==> src/rtl/instr_encoder_if.sv <==
// Field-bundle / instruction-word bus between a producer and instr_encoder.
// Optional per-word parity appears when INSTR_ENCODER_PARITY_EN is defined.
interface instr_encoder_if;
  // Handshake: a bundle transfers on a rising edge where in_valid && in_ready;
  // a word transfers on a rising edge where out_valid && out_ready. The sender
  // holds its payload stable while valid is high and the transfer has not yet happened.
  logic        in_valid;
  logic        in_ready;
  logic [1:0]  fmt;
  logic [5:0]  opcode;
  logic [5:0]  func;
  logic [4:0]  rs;
  logic [4:0]  rt;
  logic [4:0]  rd;
  logic [4:0]  shamt;
  logic [15:0] imm;
  logic [25:0] jaddr;
  logic        out_valid;
  logic        out_ready;
  logic [31:0] imemload;
  logic [31:0] out_addr;
  logic [15:0] word_count;
  logic        err;
  logic        done;
  logic        clear;
`ifdef INSTR_ENCODER_PARITY_EN
  logic        out_parity;
`endif

  modport master (
    output in_valid, fmt, opcode, func, rs, rt, rd, shamt, imm, jaddr,
    output out_ready, clear,
`ifdef INSTR_ENCODER_PARITY_EN
    input  out_parity,
`endif
    input  in_ready, out_valid, imemload, out_addr, word_count, err, done
  );

  modport slave (
    input  in_valid, fmt, opcode, func, rs, rt, rd, shamt, imm, jaddr,
    input  out_ready, clear,
`ifdef INSTR_ENCODER_PARITY_EN
    output out_parity,
`endif
    output in_ready, out_valid, imemload, out_addr, word_count, err, done
  );
endinterface

==> src/rtl/instr_encoder.sv <==
// Packs MIPS R/I/J fields into 32-bit words, buffers them in a FIFO and streams
// them out with byte addresses; closes input after HALT. Option: INSTR_ENCODER_PARITY_EN.
module instr_encoder #(
  parameter int          DEPTH     = 4,
  parameter logic [31:0] BASE_ADDR = 32'h0000_0000
) (
  input  logic             CLK,
  input  logic             RST,
  instr_encoder_if.slave   bus,
  output logic [1:0]       state_o
);
  localparam int AW = (DEPTH > 1) ? $clog2(DEPTH) : 1;
  localparam int CW = AW + 1;
  localparam logic [5:0] OP_HALT = 6'h3F;
  localparam logic [1:0] FMT_R   = 2'd0;
  localparam logic [1:0] FMT_I   = 2'd1;
  localparam logic [1:0] FMT_J   = 2'd2;
  localparam logic [1:0] FMT_ILL = 2'd3;

  typedef enum logic [1:0] {
    ST_RUN       = 2'd0,
    ST_HALT_WAIT = 2'd1,
    ST_DONE      = 2'd2
  } state_e;

  state_e        state_q, state_d;
  logic [31:0]   mem_q [DEPTH];
  logic [AW-1:0] wr_ptr_q, wr_ptr_d;
  logic [AW-1:0] rd_ptr_q, rd_ptr_d;
  logic [CW-1:0] count_q, count_d;
  logic [31:0]   addr_q, addr_d;
  logic [15:0]   wcnt_q, wcnt_d;
  logic          err_q, err_d;
  logic          full, empty, accept, push, pop, wr_en;
  logic [31:0]   enc_word;

  always_comb begin
    enc_word = 32'h0;
    case (bus.fmt)
      FMT_R:   enc_word = {bus.opcode, bus.rs, bus.rt, bus.rd, bus.shamt, bus.func};
      FMT_I:   enc_word = {bus.opcode, bus.rs, bus.rt, bus.imm};
      FMT_J:   enc_word = {bus.opcode, bus.jaddr};
      default: enc_word = 32'h0;
    endcase
  end

  assign full   = (count_q == CW'(DEPTH));
  assign empty  = (count_q == '0);
  // Readiness looks only at registered occupancy, so a same-cycle pop never frees a slot early.
  assign bus.in_ready  = !full && (state_q == ST_RUN);
  assign bus.out_valid = !empty;
  assign accept = bus.in_valid && bus.in_ready;
  assign push   = accept && (bus.fmt != FMT_ILL);
  assign pop    = bus.out_valid && bus.out_ready;
  assign wr_en  = push && !bus.clear;

  assign bus.imemload   = mem_q[rd_ptr_q];
  assign bus.out_addr   = addr_q;
  assign bus.word_count = wcnt_q;
  assign bus.err        = err_q;
  assign bus.done       = (state_q == ST_DONE);
  assign state_o        = state_q;

  always_comb begin
    wr_ptr_d = wr_ptr_q;
    rd_ptr_d = rd_ptr_q;
    count_d  = count_q;
    addr_d   = addr_q;
    wcnt_d   = wcnt_q;
    err_d    = err_q;
    state_d  = state_q;

    if (push) wr_ptr_d = wr_ptr_q + AW'(1);
    if (pop) begin
      rd_ptr_d = rd_ptr_q + AW'(1);
      addr_d   = addr_q + 32'd4;
      if (wcnt_q != 16'hFFFF) wcnt_d = wcnt_q + 16'd1;
    end
    case ({push, pop})
      2'b10:   count_d = count_q + CW'(1);
      2'b01:   count_d = count_q - CW'(1);
      default: count_d = count_q;
    endcase
    if (accept && (bus.fmt == FMT_ILL)) err_d = 1'b1;

    // Input is closed after HALT, so the HALT word is always the last one buffered.
    case (state_q)
      ST_RUN:       if (push && (bus.opcode == OP_HALT)) state_d = ST_HALT_WAIT;
      ST_HALT_WAIT: if (pop && (count_q == CW'(1)))      state_d = ST_DONE;
      ST_DONE:      state_d = ST_DONE;
      default:      state_d = ST_RUN;
    endcase

    if (bus.clear) begin
      wr_ptr_d = '0;
      rd_ptr_d = '0;
      count_d  = '0;
      addr_d   = BASE_ADDR;
      wcnt_d   = 16'h0;
      err_d    = 1'b0;
      state_d  = ST_RUN;
    end
  end

  always_ff @(posedge CLK) begin
    if (RST) begin
      state_q  <= ST_RUN;
      wr_ptr_q <= '0;
      rd_ptr_q <= '0;
      count_q  <= '0;
      addr_q   <= BASE_ADDR;
      wcnt_q   <= 16'h0;
      err_q    <= 1'b0;
      for (int i = 0; i < DEPTH; i++) mem_q[i] <= 32'h0;
    end else begin
      state_q  <= state_d;
      wr_ptr_q <= wr_ptr_d;
      rd_ptr_q <= rd_ptr_d;
      count_q  <= count_d;
      addr_q   <= addr_d;
      wcnt_q   <= wcnt_d;
      err_q    <= err_d;
      if (wr_en) mem_q[wr_ptr_q] <= enc_word;
    end
  end

`ifdef INSTR_ENCODER_PARITY_EN
  logic par_q [DEPTH];

  assign bus.out_parity = par_q[rd_ptr_q];

  always_ff @(posedge CLK) begin
    if (RST) begin
      for (int i = 0; i < DEPTH; i++) par_q[i] <= 1'b0;
    end else if (wr_en) begin
      par_q[wr_ptr_q] <= ^enc_word;
    end
  end
`endif

endmodule

==> src/flat_wrapper.sv <==
// flat-port wrapper written by rule: the top's interface ports become plain ports
module instr_encoder_flat 
#(
  parameter int          DEPTH     = 4,
  parameter logic [31:0] BASE_ADDR = 32'h0000_0000
)
  (CLK, RST, state_o, bus_in_valid, bus_fmt, bus_opcode, bus_func, bus_rs, bus_rt, bus_rd, bus_shamt, bus_imm, bus_jaddr, bus_out_ready, bus_clear, bus_in_ready, bus_out_valid, bus_imemload, bus_out_addr, bus_word_count, bus_err, bus_done);
  instr_encoder_if bus_i ();
  input  logic CLK;
  input  logic RST;
  output logic [1:0] state_o;
  input wire logic [$bits(bus_i.in_valid)-1:0] bus_in_valid;
  input wire logic [$bits(bus_i.fmt)-1:0] bus_fmt;
  input wire logic [$bits(bus_i.opcode)-1:0] bus_opcode;
  input wire logic [$bits(bus_i.func)-1:0] bus_func;
  input wire logic [$bits(bus_i.rs)-1:0] bus_rs;
  input wire logic [$bits(bus_i.rt)-1:0] bus_rt;
  input wire logic [$bits(bus_i.rd)-1:0] bus_rd;
  input wire logic [$bits(bus_i.shamt)-1:0] bus_shamt;
  input wire logic [$bits(bus_i.imm)-1:0] bus_imm;
  input wire logic [$bits(bus_i.jaddr)-1:0] bus_jaddr;
  input wire logic [$bits(bus_i.out_ready)-1:0] bus_out_ready;
  input wire logic [$bits(bus_i.clear)-1:0] bus_clear;
  output wire logic [$bits(bus_i.in_ready)-1:0] bus_in_ready;
  output wire logic [$bits(bus_i.out_valid)-1:0] bus_out_valid;
  output wire logic [$bits(bus_i.imemload)-1:0] bus_imemload;
  output wire logic [$bits(bus_i.out_addr)-1:0] bus_out_addr;
  output wire logic [$bits(bus_i.word_count)-1:0] bus_word_count;
  output wire logic [$bits(bus_i.err)-1:0] bus_err;
  output wire logic [$bits(bus_i.done)-1:0] bus_done;
  assign bus_i.in_valid = bus_in_valid;
  assign bus_i.fmt = bus_fmt;
  assign bus_i.opcode = bus_opcode;
  assign bus_i.func = bus_func;
  assign bus_i.rs = bus_rs;
  assign bus_i.rt = bus_rt;
  assign bus_i.rd = bus_rd;
  assign bus_i.shamt = bus_shamt;
  assign bus_i.imm = bus_imm;
  assign bus_i.jaddr = bus_jaddr;
  assign bus_i.out_ready = bus_out_ready;
  assign bus_i.clear = bus_clear;
  assign bus_in_ready = bus_i.in_ready;
  assign bus_out_valid = bus_i.out_valid;
  assign bus_imemload = bus_i.imemload;
  assign bus_out_addr = bus_i.out_addr;
  assign bus_word_count = bus_i.word_count;
  assign bus_err = bus_i.err;
  assign bus_done = bus_i.done;
  instr_encoder #(.DEPTH(DEPTH), .BASE_ADDR(BASE_ADDR)) u_core (.CLK(CLK), .RST(RST), .bus(bus_i), .state_o(state_o));
endmodule
==> config.mk <==
export PLATFORM = sky130hd
export DESIGN_NAME = instr_encoder_flat
export DESIGN_NICKNAME = d
export VERILOG_FILES = /design/src/rtl/instr_encoder_if.sv /design/src/rtl/instr_encoder.sv /design/src/flat_wrapper.sv
export SDC_FILE = /design/constraint.sdc
export NUM_CORES = 1
export LEC_CHECK = 0
export CAP_MARGIN = 25
export CORE_AREA = 5 5 155 157
export CTS_CLUSTER_SIZE = 16
export DETAILED_ROUTE_END_ITERATION = 7
export DIE_AREA = 0 0 160 162
export GPL_ROUTABILITY_DRIVEN = 0
export REMOVE_ABC_BUFFERS = 1
export SKIP_LAST_GASP = 1
export SLEW_MARGIN = 20
export SYNTH_ARGS = -nofsm -noshare
export SYNTH_HDL_FRONTEND = slang
export SYNTH_SLANG_ARGS = --single-unit
==> constraint.sdc <==
create_clock -name CLK -period 5.4 [get_ports CLK]
set_input_delay 1.08 -clock CLK [delete_from_list [all_inputs] [get_ports CLK]]
set_output_delay 1.08 -clock CLK [all_outputs]
set_load 0.02 [all_outputs]
# After elaboration in Yosys (flattened, before gate mapping)
# Memory sizes are Yosys's and may differ from the RTL's. A register that Yosys moved wholly into a read port is not among the register bits.
# Cells that the tools add are included.
[op_classes]
reduce_logical = 19
n_mux = 15
add_sub_neg = 6
eq_ne = 14
[op_table]
columns = ["cell", "count"]
rows = [
  ["$pmux 32 s3", 1],
  ["$add 32x3->32 const B", 1],
  ["$mux 32", 1],
  ["$reduce_or 32->1", 1],
  ["$add 16x1->16 const B", 1],
  ["$ne 16x16->1 const B", 1],
  ["$mux 2", 5],
  ["$eq 2x2->1 const B", 4],
  ["$logic_and 1x1->1", 8],
  ["$eq 2x1->1 const B", 3],
  ["$eq 6x6->1 const B", 1],
  ["$mux 1", 6],
  ["$pmux 2 s3", 1],
  ["$pmux 3 s2", 1],
  ["$add 2x1->2 const B", 2],
  ["$logic_not 2->1", 2],
  ["$ne 2x2->1 const B", 2],
  ["$reduce_and 2->1", 2],
  ["$add 3x1->3 const B", 1],
  ["$eq 3x1->1 const B", 1],
  ["$eq 3x3->1 const B", 1],
  ["$logic_not 1->1", 3],
  ["$logic_not 3->1", 1],
  ["$sub 3x1->3 const B", 1],
  ["3 further kinds", 3],
]
[word_totals]
mem_count = 1
ram_bits = 128
elab_cells = 62
out_inout_bits = 86
register_bits = 58
input_bits = 81
[memory_table]
columns = ["memory", "words", "word_bits", "rd", "rd_ports_with_merged_regs", "wr", "line", "rtl"]
rows = [
  ["u_core.mem_q", 4, 32, 1, 1, 4, "instr_encoder.sv:27", "logic [31:0] mem_q [DEPTH];"],
]

# Logic depth before layout (Yosys ltp)
[depth]
ltp_word = 11
ltp_mapped = 9

# Worst setup path before layout
# OpenSTA, ideal clock, no wires.
[synth_timing]
path_kind = "input-to-reg"
startpoint = "input bus_fmt[0]"
endpoint = "memory u_core.mem_q[3][0] (enable)"
setup_time_ps = 428
slack_ps = 1892
path_buffers = 1
cell_stages = 4
arrival_time_ps = 3080
t_required_ps = 4972
cell_sequence = "clkbuf_1 > nand2_1 > nand4_1 > o21bai_1"
[synth_rtl]
columns = ["item", "line", "rtl"]
rows = [
  ["start, declared", "flat_wrapper.sv:13", "input wire logic [$bits(bus_i.fmt)-1:0] bus_fmt;"],
  ["end, declared", "instr_encoder.sv:27", ""],
]

==> metrics.md <==
| Metric | Value |
|---|---|
| Antenna viol nets, final | 0 |
| Leak pwr | 3.92 nW |
| Mux contribution to synthesized area | 0.103 |
| Tot Pwr | 3.09 mW |
| Post-synthesis sequential area ratio | 0.568 |
| Crit end category | output pin |
| Flop pwr share | 0.510 |
| Fillers | 1,989 |
| CP Buf/Inv Count | 2 |
| Share of cells above drive strength 1 | 0.142 |
| DR WL/cell | 18.4 µm |
| Hold_buf cts | 0 |
| Pin count of the biggest net entering global routing | 58 |
| Most frequent cell after synthesis | nor2_1 |
| Critical-path cell list | buf_4 -> mux4_2 -> clkdlybuf4s50_1 |
| Ys Warns | 0 |
| P_int | 2.32 mW |
| GRT overflow | 0 |
| Die height | 162 µm |
| Largest family of logic cells by synthesized area | simple AND/OR/NAND/NOR gates |
| Placed insts | 1,147 |
| Hold/Removal Path Class | flop to flop |
| Final Hold Viols | 0 |
| First-pass GRT wire length | 34,600 µm |
| Cell family with most CP delay | buffers and inverters |
| CTS tree | done |
| Fin crit share | 0.658 |
| Post-synth top cells | nor2_1, edfxtp_1, dfxtp_1 |
| Synth Cell Area | 0.00881 mm² |
| Top cells by area, synth | edfxtp_1, dfxtp_1, mux4_2, nor2_1, xnor2_1 |
| Resize count post-CTS | 0 |
| Max cap viols | 0 |
| First drt pass iteration count | 4 |
| Post-synth EDFFs | 128 |
| Io pins | 167 |
| Detailed-route wire length | 21,700 µm |
| Design area | 0.0113 mm² |
| Critical Path RT | 4320 ps |
| DRC errors left | 0 |
| Relative slew slack | 0.296 |
| #FFs+latches synth | 186 |
| IO buf count | 164 |
| Worst slew pin tran | 1050 ps |
| Simple-Gate Fraction of Synth Area | 0.200 |
| Cell accounting for the most synthesized area | edfxtp_1 |
| Post-synth top area share | 0.436 |
| Gr usage total | 0.168 |
| Fraction of registers with async set/reset | 0 |
| DPL Wire Length | 13,800 µm |
| Slew Viols, Final | 0 |
| Synth unique cells | 59 |
| Power Dens Cells | 274 mW/mm² |
| Worst clock skew | 12.2 ps |
| Synth Flop Type | edfxtp_1 |
| Std cell rows | 55 |
| Synth Instances | 728 |
| Post-DP Area | 0.0107 mm² |
| Combinational Power Share | 0.097 |
| Core Box Area | 0.0224 mm² |
| Crit-path max FO | 32 |
| Initial DRC Count | 336 |
| Die area | 0.0259 mm² |
| Max incr delay on CP | 610 ps |
| CP max-delay cell | mux4_2 |
| CP Launch Type | flop |
| CTS buffer count | 17 |
| Root Buffer | clkbuf_16 |
| Post-CTS Setup Bufs | 0 |
| Nets | 973 |
| Via-to-Cell Ratio | 5.11 |
| Clock Sinks | 186 |
| Initial antenna violation count | 2 |
| Min cycle time layout | 3550 ps |
| Post-synthesis xor/xnor area fraction | 0.0427 |
| Vias in the first global route | 6,219 |
| H-tree Lvls | 4 |
| Ant. Diodes | 0 |
| Max VDD drop | 214 µV |
| Area Overhead vs Synth | 28.0% |
| Final setup fails | 0 |
| Initial Utilization | 0.394 |
| Switching part of the total | 0.249 |
| Non-Filler Instances | 1,178 |
| Clk slew on worst S/H paths | 70 ps |
| RSZ-0062 raised after global routing | no |
| F_max | 281 MHz |
| Clock latency on the worst-skew pair | 420 ps |
| Compound-gate portion of the synthesized area | 0.0413 |
| Adder-Cell Fraction of Synth Area | 0.0156 |
| Worst Setup Path Type | flop to output pin |
| Syn_area_per_cell | 12.1 µm² |
| Vias | 6,022 |
| NetSw | 0.770 mW |
| Die width | 160 µm |
| Clock share of power | 0.393 |
| Sum Neg Setup Slack | 0 ps |
| Outcome | finished, final reports clean |
| Arrival time worst endpoint | 2470 ps |
| Clock buffer depth | 2 |
[placed cells by master, fill, tap and decap left out, types with 12 or more instances in the layout]
cell	count
nor2_2	22
clkdlybuf4s50_1	164
nor2_1	153
inv_1	12
mux2i_1	19
clkbuf_16	17
nand3_1	13
a21oi_1	31
and2_1	19
edfxtp_1	128
mux4_2	32
nand2_1	25
xor2_1	15
dfxtp_1	57
and3_1	18
xnor2_1	28
[flip-flops by register name, summed over array words and instances, names as in the netlist, named ones only]
register and count:
u_core.mem_q 128, u_core.bus.out_addr 30, u_core.bus.word_count 16, u_core.count_q 3
u_core.rd_ptr_q 2, u_core.state_o 2, u_core.wr_ptr_q 2, u_core.bus.err 1
[power by group through the flow]
stage                     Clock, mW  Sequential [mW]  Combinational [mW]
after floorplan                   0             1.61               0.144
after global placement            0             1.61               0.302
after detailed placement          0             1.61               0.302
after CTS                      1.25             1.58               0.303
after global routing           1.30             1.58               0.323
final                          1.21             1.58               0.298
[layout make-up]
cell class                      count  area, µm²  area share
Clock buffer                       17        425      0.0377
Sequential cell                   186       5010       0.444
Clock inverter                     14        146      0.0130
Timing Repair Buffer              174       1720       0.152
Inverter                           12       45.0     0.00399
Multi-Input combinational cell    490       3580       0.318
Tap cell                          285        357      0.0316
[tightest hold or removal path, delay by kind of cell, from the launching register on]
kind | cells | cell delay [ps]
and+or+nand+nor | 1 | 60
muxes | 1 | 50
DFF | 1 | 330
[path summary, 6_finish.rpt]
check                          startpoint  cells after the start                      end  slack [ps]
hold reg to reg   u_core.bus.out_addr[31]                      2  u_core.bus.out_addr[31]         480
setup / recovery                     flop                      3         bus_imemload[11]        1850
setup reg to reg        u_core.state_o[0]                      6      u_core.mem_q[2][15]        2430
hold / removal    u_core.bus.out_addr[31]                      2  u_core.bus.out_addr[31]         480
[metal layers]
layer,wire (µm),up-vias,global-route usage
met2,9800,172,0.262
met5,25,-,0
met1,10300,2902,0.232
li1,-,2930,-
met4,119,4,0.0332
met3,1510,14,0.0571
[stage by stage]
stage	setup WS (ps)	hold slack (ps)	util
4_1_cts	1780	485	0.504
3_5_place_dp	1620	471	0.479
6_report	1850	481	0.504
5_1_grt	1690	528	0.504
3_3_place_gp	1650	463	0.479
2_1_floorplan	1160	485	-
[cell families (layout without fill, tap and decap cells)]
kind of cell / Yosys count / in the layout
flops: 186 / 186
buf+inv: 53 / 217
xor+xnor: 43 / 43
mux: 51 / 51
compound gates: 55 / 55
simple gates: 328 / 328
fa+ha+maj: 11 / 11
other cells: 1 / 2
Note: power is estimated with default switching activity, not from simulation.
